### src/rtl/tohost_pkg.sv
`default_nettype none
// ==========================================================================
// tohost_pkg : shared types and helpers for the tohost/fromhost monitor
// Revision   : 1.0
// ==========================================================================
package tohost_pkg;

  typedef enum logic [1:0] {
    ST_IDLE    = 2'd0,
    ST_SYSCALL = 2'd1,
    ST_EXITED  = 2'd2
  } tohost_state_e;

  // Request after address decode; the raw address is reduced to two hit flags.
  typedef struct packed {
    logic        write;
    logic        hit_tohost;
    logic        hit_fromhost;
    logic [63:0] wdata;
    logic [7:0]  strb;
  } tohost_req_t;

  typedef struct packed {
    logic        valid;
    logic [63:0] rdata;
  } tohost_rsp_t;

  function automatic logic [63:0] apply_strb(input logic [63:0] old_v,
                                             input logic [63:0] new_v,
                                             input logic [7:0]  strb);
    logic [63:0] res;
    res = old_v;
    for (int b = 0; b < 8; b++) begin
      if (strb[b]) res[b*8 +: 8] = new_v[b*8 +: 8];
    end
    return res;
  endfunction

endpackage
`default_nettype wire

### src/rtl/tohost_watchdog.sv
`default_nettype none
// ==========================================================================
// tohost_watchdog : saturating idle-cycle counter with a one-shot expire
// Revision        : 1.0
// ==========================================================================
module tohost_watchdog #(
  parameter int unsigned TimeoutCycles = 0
) (
  input  logic clk_i,
  input  logic rst_i,
  input  logic i_clear,
  input  logic i_enable,
  output logic o_expire
);

  logic [31:0] r_count;

  always_ff @(posedge clk_i) begin
    if (rst_i) begin
      r_count <= '0;
    end else if (i_clear) begin
      r_count <= '0;
    end else if (i_enable && (r_count != '1)) begin
      r_count <= r_count + 32'd1;
    end
  end

  if (TimeoutCycles == 0) begin : g_no_timeout
    assign o_expire = 1'b0;
  end else begin : g_timeout
    assign o_expire = i_enable && (r_count == 32'(TimeoutCycles - 1));
  end

endmodule
`default_nettype wire

### src/rtl/tohost_monitor.sv
`default_nettype none
// ==========================================================================
// tohost_monitor : tohost/fromhost mailbox with syscall handshake and exit
// Revision       : 1.0
// ==========================================================================
module tohost_monitor
  import tohost_pkg::*;
#(
  parameter int unsigned            AddrWidth     = 48,
  parameter int unsigned            DataWidth     = 64,
  parameter logic [AddrWidth-1:0]   TohostAddr    = AddrWidth'(0),
  parameter logic [AddrWidth-1:0]   FromhostAddr  = AddrWidth'(8),
  parameter int unsigned            TimeoutCycles = 0,
  parameter logic [31:0]            TimeoutCode   = 32'hFFFF
) (
  input  logic                   clk_i,
  input  logic                   rst_i,
  input  logic                   req_valid_i,
  output logic                   req_ready_o,
  input  logic [AddrWidth-1:0]   req_addr_i,
  input  logic                   req_write_i,
  input  logic [DataWidth-1:0]   req_wdata_i,
  input  logic [7:0]             req_strb_i,
  output logic                   rsp_valid_o,
  output logic [DataWidth-1:0]   rsp_rdata_o,
  output logic                   sys_valid_o,
  input  logic                   sys_ready_i,
  output logic [DataWidth-1:0]   sys_data_o,
  input  logic                   fromhost_valid_i,
  input  logic [DataWidth-1:0]   fromhost_data_i,
  output logic                   exit_valid_o,
  output logic [31:0]            exit_code_o
);

  tohost_state_e r_state;
  logic          r_ready;
  logic [63:0]   r_tohost;
  logic [63:0]   r_fromhost;
  tohost_rsp_t   r_rsp;
  logic          r_sys_valid;
  logic [63:0]   r_sys_data;
  logic          r_exit_valid;
  logic [31:0]   r_exit_code;

  tohost_req_t   w_req;
  logic          w_accept;
  logic          w_tohost_wr;
  logic          w_fromhost_wr;
  logic          w_sys_done;
  logic          w_wd_expire;
  logic [63:0]   w_to_merged;
  logic [63:0]   w_fh_merged;
  logic [63:0]   w_rd_value;

  assign w_req = '{
    write:        req_write_i,
    hit_tohost:   (req_addr_i == TohostAddr),
    hit_fromhost: (req_addr_i == FromhostAddr),
    wdata:        req_wdata_i,
    strb:         req_strb_i
  };

  assign w_accept      = req_valid_i && r_ready;
  assign w_tohost_wr   = w_accept && w_req.write && w_req.hit_tohost;
  assign w_fromhost_wr = w_accept && w_req.write && w_req.hit_fromhost;
  assign w_sys_done    = (r_state == ST_SYSCALL) && sys_ready_i;
  assign w_to_merged   = apply_strb(r_tohost, w_req.wdata, w_req.strb);
  assign w_fh_merged   = apply_strb(r_fromhost, w_req.wdata, w_req.strb);
  assign w_rd_value    = w_req.hit_tohost   ? r_tohost   :
                         w_req.hit_fromhost ? r_fromhost : 64'd0;

  tohost_watchdog #(
    .TimeoutCycles (TimeoutCycles)
  ) u_watchdog (
    .clk_i    (clk_i),
    .rst_i    (rst_i),
    .i_clear  (w_tohost_wr || w_sys_done),
    .i_enable (r_state == ST_IDLE),
    .o_expire (w_wd_expire)
  );

  always_ff @(posedge clk_i) begin
    if (rst_i) begin
      r_state      <= ST_IDLE;
      r_ready      <= 1'b1;
      r_tohost     <= '0;
      r_fromhost   <= '0;
      r_rsp        <= '0;
      r_sys_valid  <= 1'b0;
      r_sys_data   <= '0;
      r_exit_valid <= 1'b0;
      r_exit_code  <= '0;
    end else begin
      r_rsp.valid <= w_accept;
      r_rsp.rdata <= (w_accept && !w_req.write) ? w_rd_value : 64'd0;

      // Host update is assigned last so it overrides a same-cycle bus write.
      if (w_fromhost_wr)    r_fromhost <= w_fh_merged;
      if (fromhost_valid_i) r_fromhost <= fromhost_data_i;

      if (w_tohost_wr) r_tohost <= w_to_merged;

      case (r_state)
        ST_IDLE: begin
          if (w_tohost_wr) begin
            if (w_to_merged != 64'd0) begin
              if (w_to_merged[0]) begin
                r_state      <= ST_EXITED;
                r_exit_valid <= 1'b1;
                r_exit_code  <= w_to_merged[32:1];
              end else begin
                r_state     <= ST_SYSCALL;
                r_ready     <= 1'b0;
                r_sys_valid <= 1'b1;
                r_sys_data  <= w_to_merged;
              end
            end
          end else if (w_wd_expire) begin
            r_state      <= ST_EXITED;
            r_exit_valid <= 1'b1;
            r_exit_code  <= TimeoutCode;
          end
        end
        ST_SYSCALL: begin
          if (sys_ready_i) begin
            r_state     <= ST_IDLE;
            r_ready     <= 1'b1;
            r_sys_valid <= 1'b0;
            r_sys_data  <= '0;
            r_tohost    <= '0;
          end
        end
        ST_EXITED: begin
          r_state <= ST_EXITED;
        end
        default: begin
          r_state <= ST_IDLE;
          r_ready <= 1'b1;
        end
      endcase
    end
  end

  assign req_ready_o  = r_ready;
  assign rsp_valid_o  = r_rsp.valid;
  assign rsp_rdata_o  = r_rsp.rdata;
  assign sys_valid_o  = r_sys_valid;
  assign sys_data_o   = r_sys_data;
  assign exit_valid_o = r_exit_valid;
  assign exit_code_o  = r_exit_code;

endmodule
`default_nettype wire

### config.mk
export PLATFORM = sky130hd
export DESIGN_NAME = tohost_monitor
export DESIGN_NICKNAME = d
export VERILOG_FILES = /design/src/rtl/tohost_pkg.sv /design/src/rtl/tohost_watchdog.sv /design/src/rtl/tohost_monitor.sv
export SDC_FILE = /design/constraint.sdc
export NUM_CORES = 1
export LEC_CHECK = 0
export ABC_AREA = 1
export CAP_MARGIN = 20
export CORE_MARGIN = 3
export CORE_UTILIZATION = 52
export DETAILED_ROUTE_END_ITERATION = 10
export PLACE_DENSITY = 0.86
export SETUP_SLACK_MARGIN = 0.5
export SLEW_MARGIN = 20
export SYNTH_ARGS = -nofsm -noshare
export SYNTH_HDL_FRONTEND = slang
export SYNTH_SLANG_ARGS = --single-unit
### constraint.sdc
create_clock -name clk_i -period 4.95 [get_ports clk_i]
set_input_delay 0.99 -clock clk_i [delete_from_list [all_inputs] [get_ports clk_i]]
set_output_delay 0.99 -clock clk_i [all_outputs]
set_load 0.01 [all_outputs]
After elaboration in Yosys (flattened, before gate mapping)
Index checks and enable logic that the tools add are counted.

word-level totals
  output and inout bits = 164
  register bits = 294
  word-level logic and storage cells = 101

cells by class
  mux-type cells = 43
  eq/ne operators = 7
  bitwise gates (word level) = 2
  reductions and logical operators = 32

operators with widths
  kind                   count
  $mux W64               11
  $mux W8                16
  $pmux W64 S2           1
  $reduce_bool A64 Y1    1
  $eq A48 B4 Y1 const B  1
  $logic_not A48 Y1      1
  $reduce_bool A2 Y1     10
  $reduce_and A2 Y1      8
  $reduce_and A5 Y1      2
  $mux W1                8
  $mux W2                4
  $ne A2 B2 Y1 const B   4
  $pmux W2 S3            1
  $logic_and A1 B1 Y1    5
  $reduce_and A4 Y1      1
  $pmux W1 S3            1
  $reduce_and A3 Y1      1
  $eq A2 B1 Y1 const B   1
  $eq A2 B2 Y1 const B   1
  $logic_not A2 Y1       1
  $not A1 Y1             2
  $pmux W1 S2            1
  $reduce_or A2 Y1       1
  $logic_not A1 Y1       1

Depth between registers and ports, before layout
  depth after elaboration = 6
  mapped depth = 16
  gate-level depth less buffers = 14

Cells and area by module
A second synthesis with hierarchy kept.

unflattened totals
  cells, all modules = 1,907
  area, all modules = 13,604.3 µm²

modules (own cells, without submodules)
  module           instances  cells an instance  seq. area each (µm²)  area each (µm²)
  tohost_monitor   1          1,905              5,865.6               13,593.0
  tohost_watchdog  1          2                  0.0                   11.3

Worst setup path after synthesis
Ideal clock, no wire load.

  kind = in2reg
  start = input req_strb_i[5]
  end = register r_sys_data[24] (netlist: sys_data_o[24])
  cell stages on the path = 16
  data required time = 4.818 ns
  library setup time = 0.132 ns
  arrival time = 2.356 ns
  slack = 2.462 ns
  path through = buf_2 > buf_6 > nand2_1 > nand2_1 > nor2_1 > nand2_1 > nor2_1 > nand2_1 > nor2_1 > nand2_1 > nand2_1 > nand2_2 > buf_6 > buf_6 > nand4_1 > a21oi_1

on the way
  word-level cells in the longest chain between the ends = 4

ends and longest elaborated chain
  element                             line                   text
  from (decl)                         tohost_monitor.sv:23   input logic [7:0] req_strb_i,
  $mux W8                             tohost_pkg.sv:34       if (strb[b]) res[b*8 +: 8] = new_v[b*8 +: 8];
  $reduce_bool A64 Y1                 tohost_monitor.sv:106  if (w_to_merged != 64'd0) begin
  $ne A2 B2 Y1 (no source line)       n/a
  $reduce_and A5 Y1 (no source line)  n/a
  to (signal assigned)                tohost_monitor.sv:115  r_sys_data <= w_to_merged;
  to (decl)                           tohost_monitor.sv:41   logic [63:0] r_sys_data;

No other way between the ends.
A chain may end at the register's enable or synchronous reset.

Final worst setup path
  start = input req_strb_i[4]
  end = register r_sys_data[11] (netlist: sys_data_o[11])

Same word-level chain as after synthesis.

==> flow_summary.ini <==
[floorplan]
die-area_um2 = 25400
pin_count = 354
die_w_um = 160
die_h_um = 160
core-area_um2 = 22900
fp-row-count = 55
start_util = 0.535

[placed_design]
dpl_cell_area_um2 = 15800
gp_congestion = 0.903
portBuffers = 352
hpwl_um = 29800
dpl.cell_count = 2234

[timing]
slew_headroom = 0.282
finalClockSkew_ns = 0.0228
period_share = 0.734
rsz0062_at_grt = no
timing.setup.tns_ns = 0
drv_slew = 0
post-route-min-period_ns = 3.63
setup_viol = 0
hold_slack_ns = 0.444
worst_pin_slew_ns = 1.08
clock.fmax_ghz = 0.275
hold_viol = 0

[hold_path]
whs_path_depth = 2
min-delay-start = exit_code_o[15]$_SDFFE_PP0P_
min_to = exit_code_o[15]$_SDFFE_PP0P_
hold_class = flop to flop

[cts]
worstSkewPairLatency_ns = 0.55
cts_resized = 0
cts-root-buf = clkbuf_16
clkSlewWorstSetupHoldPaths_ns = 0.06
numCtsBuffers = 29
clock-sinks = 293
post_cts_buffers = 0
cts_buffer_depth = 3
cts_tree = yes
ctsHoldBuffers = 0
h-tree-depth = 1

[detailed_routing]
via_per_inst = 5.87
ant_nets = 0
wl_met1_um = 17200
vias = 13400
wl_um = 44600
drtIter0Drc = 1479
routedWlPerCell_um = 19.5
top_layer_used = met4
met3_length_um = 5100
first_pass_iters = 6
drc = 0
wl_met2_um = 20600

[finish]
final_cells = 2285
regArea_um2 = 5870
drive_gt1_frac = 0.0441
multiInputGateArea_um2 = 5350
fill_cells = 1769
nets = 2143
postLayoutCoreUtil = 0.729
fin_area_um2 = 16700
area_delta_synth_final_pct = 36.2

[status]
outcome = complete, no violations

[worst_setup_path]
crit_arrival_ns = 4.01
critical_path.cell_chain = clkdlybuf4s50_1 -> inv_1 -> nand2_1 -> nand2_1 -> nor2_1 -> nand2_1 -> nor2_1 -> nand2_1 -> nor2_1 -> nand2_1 -> nand2_1 -> nand2_2 -> buf_4 -> nand4_1 -> a21oi_1
max_stage_delay_ns = 0.87
r2r_end = sys_data_o[11]$_SDFFE_PP0P_
r2r_start = r_tohost[9]$_SDFF_PP0_
critPathLaunch = req_strb_i[4]
path_max_fanout = 43
required_ns = 5.33
ff2ff_path_depth = 13
path_common_cell = nand2_1
setup.worst_path.class = input pin to flop
reg2reg_slack_ns = 2.15
critical-path-slowest-cell = clkdlybuf4s50_1
start_kind = input pin
crit_path_end_kind = flop

[global_routing]
track_usage = 0.333
grt_pass1_vias = 12900
antenna_found_initial = 1
grt_max_degree = 89
grt_overflow = 0
grt_first_pass_wirelength_um = 69700

[logic_synthesis]
synth.distinct_cells = 27
synthTopCellsByArea = dfxtp_1 48%, nand2_1 13%, a21oi_1 8.5%, o21ai_0 5.3%, nand4_1 4.2%
syn_nets = 1861
yosysMostFrequentCell = nand2_1
synth_flop_cell = dfxtp_1
synthArstFlopShare = 0
ys_seq_area_frac = 0.479
synth_cells = 1671
yosys.area.top_type_share = 0.479
syn_area_per_cell_um2 = 7.33
synth_common_cells = 410 x nand2_1, 293 x dfxtp_1, 207 x a21oi_1, 130 x o21ai_0, 111 x inv_1
synth-seq-cells = 293
yosys.area.top_type = dfxtp_1
ys.warnings.count = 0
synth-edff-count = 0
netlist_area_um2 = 12300

[flow_run]
drv_cap = 0

[pwr]
ir_drop_v = 0.000242
power.leakage_nw = 5.93
powerDensity_nw_per_um2 = 299
[layer usage]
metal | GRT usage | up-vias
met5 | 0 | -
met4 | 0.124 | 0
met3 | 0.0791 | 138
met2 | 0.552 | 913
met1 | 0.423 | 6155
li1 | - | 6196
[area by class of cell]
class / count / share of cell area
flip-flops and latches: 293 / 0.351
clock buffers: 45 / 0.0513
inverters: 117 / 0.0263
clock inverters: 4 / 0.00292
diodes: 1 / 0.000150
multi-input cells: 1133 / 0.320
well taps: 313 / 0.0235
repair buffers: 379 / 0.224
[registers in the layout (all words and copies together), names as in the netlist]
name / flops
r_state: 2
exit_valid_o: 1
rsp_valid_o: 1
r_fromhost: 64
req_ready_o: 1
sys_valid_o: 1
exit_code_o: 32
sys_data_o: 63
rsp_rdata_o: 64
r_tohost: 64
[how the worst max path moves through the flow]
stage | endpoint | slack [ns] | cells past startpoint
after floorplan | sys_data_o[24]$_SDFFE_PP0P_ | 2.46 | 16
after global placement | sys_data_o[5]$_SDFFE_PP0P_ | 0.84 | 12
after detailed placement | sys_data_o[22]$_SDFFE_PP0P_ | 0.82 | 12
after CTS | sys_data_o[19]$_SDFFE_PP0P_ | 1.36 | 12
after global routing | sys_data_o[33]$_SDFFE_PP0P_ | 1.05 | 14
final | sys_data_o[11]$_SDFFE_PP0P_ | 1.32 | 15
[cell usage in the layout, fill, tap and decap left out]
| cell | count |
|---|---|
| a211oi_1 | 1 |
| a21oi_1 | 207 |
| a31oi_1 | 74 |
| buf_12 | 2 |
| buf_2 | 1 |
| buf_4 | 26 |
| bufinv_16 | 1 |
| clkbuf_1 | 9 |
| clkbuf_16 | 29 |
| clkbuf_8 | 7 |
| clkdlybuf4s50_1 | 350 |
| clkinv_2 | 2 |
| conb_1 | 1 |
| dfxtp_1 | 293 |
| diode_2 | 1 |
| inv_1 | 109 |
| inv_2 | 8 |
| inv_6 | 1 |
| nand2_1 | 408 |
| nand2_2 | 3 |
| nand3_1 | 82 |
| nand3_2 | 2 |
| nand3_4 | 1 |
| nand4_1 | 83 |
| nand4_4 | 1 |
| nor2_1 | 76 |
| nor2_4 | 1 |
| nor3_1 | 4 |
| nor3_4 | 1 |
| nor3b_1 | 1 |
| o211ai_1 | 8 |
| o21ai_0 | 130 |
| o21ai_1 | 48 |
| o21ai_2 | 1 |
[power by group]
| group | leakage, nW | switching, W | internal [W] |
|---|---|---|---|
| clock | 0.445 | 0.000912 | 0.00123 |
| sequential | 2.37 | 0.0000185 | 0.00239 |
| combinational | 3.11 | 0.000247 | 0.000201 |
| total | 5.93 | 0.00118 | 0.00382 |
[worst max-delay path: cells and delay by family]
kind | cells | cell delay [ns]
simple gates | 11 | 1.39
buf+inv | 3 | 1.51
compound gates | 1 | 0.09
[cells by family (layout without fill, tap and decap cells)]
family	Yosys count	count (layout)	synth area share
AOI/OAI and AO/OA	469	469	0.201
buffers and inverters	245	545	0.0880
DFF	293	293	0.479
other	1	2	0.000306
and+or+nand+nor	663	663	0.232
[through the flow]
step	setup slack (ns)	power, W
detailed placement	0.821	0.00290
CTS	1.36	0.00499
global route	1.05	0.00512
finish	1.32	0.00500
floorplan	2.46	0.00266
global placement	0.835	0.00289
Power figures use the tool's default switching activity.
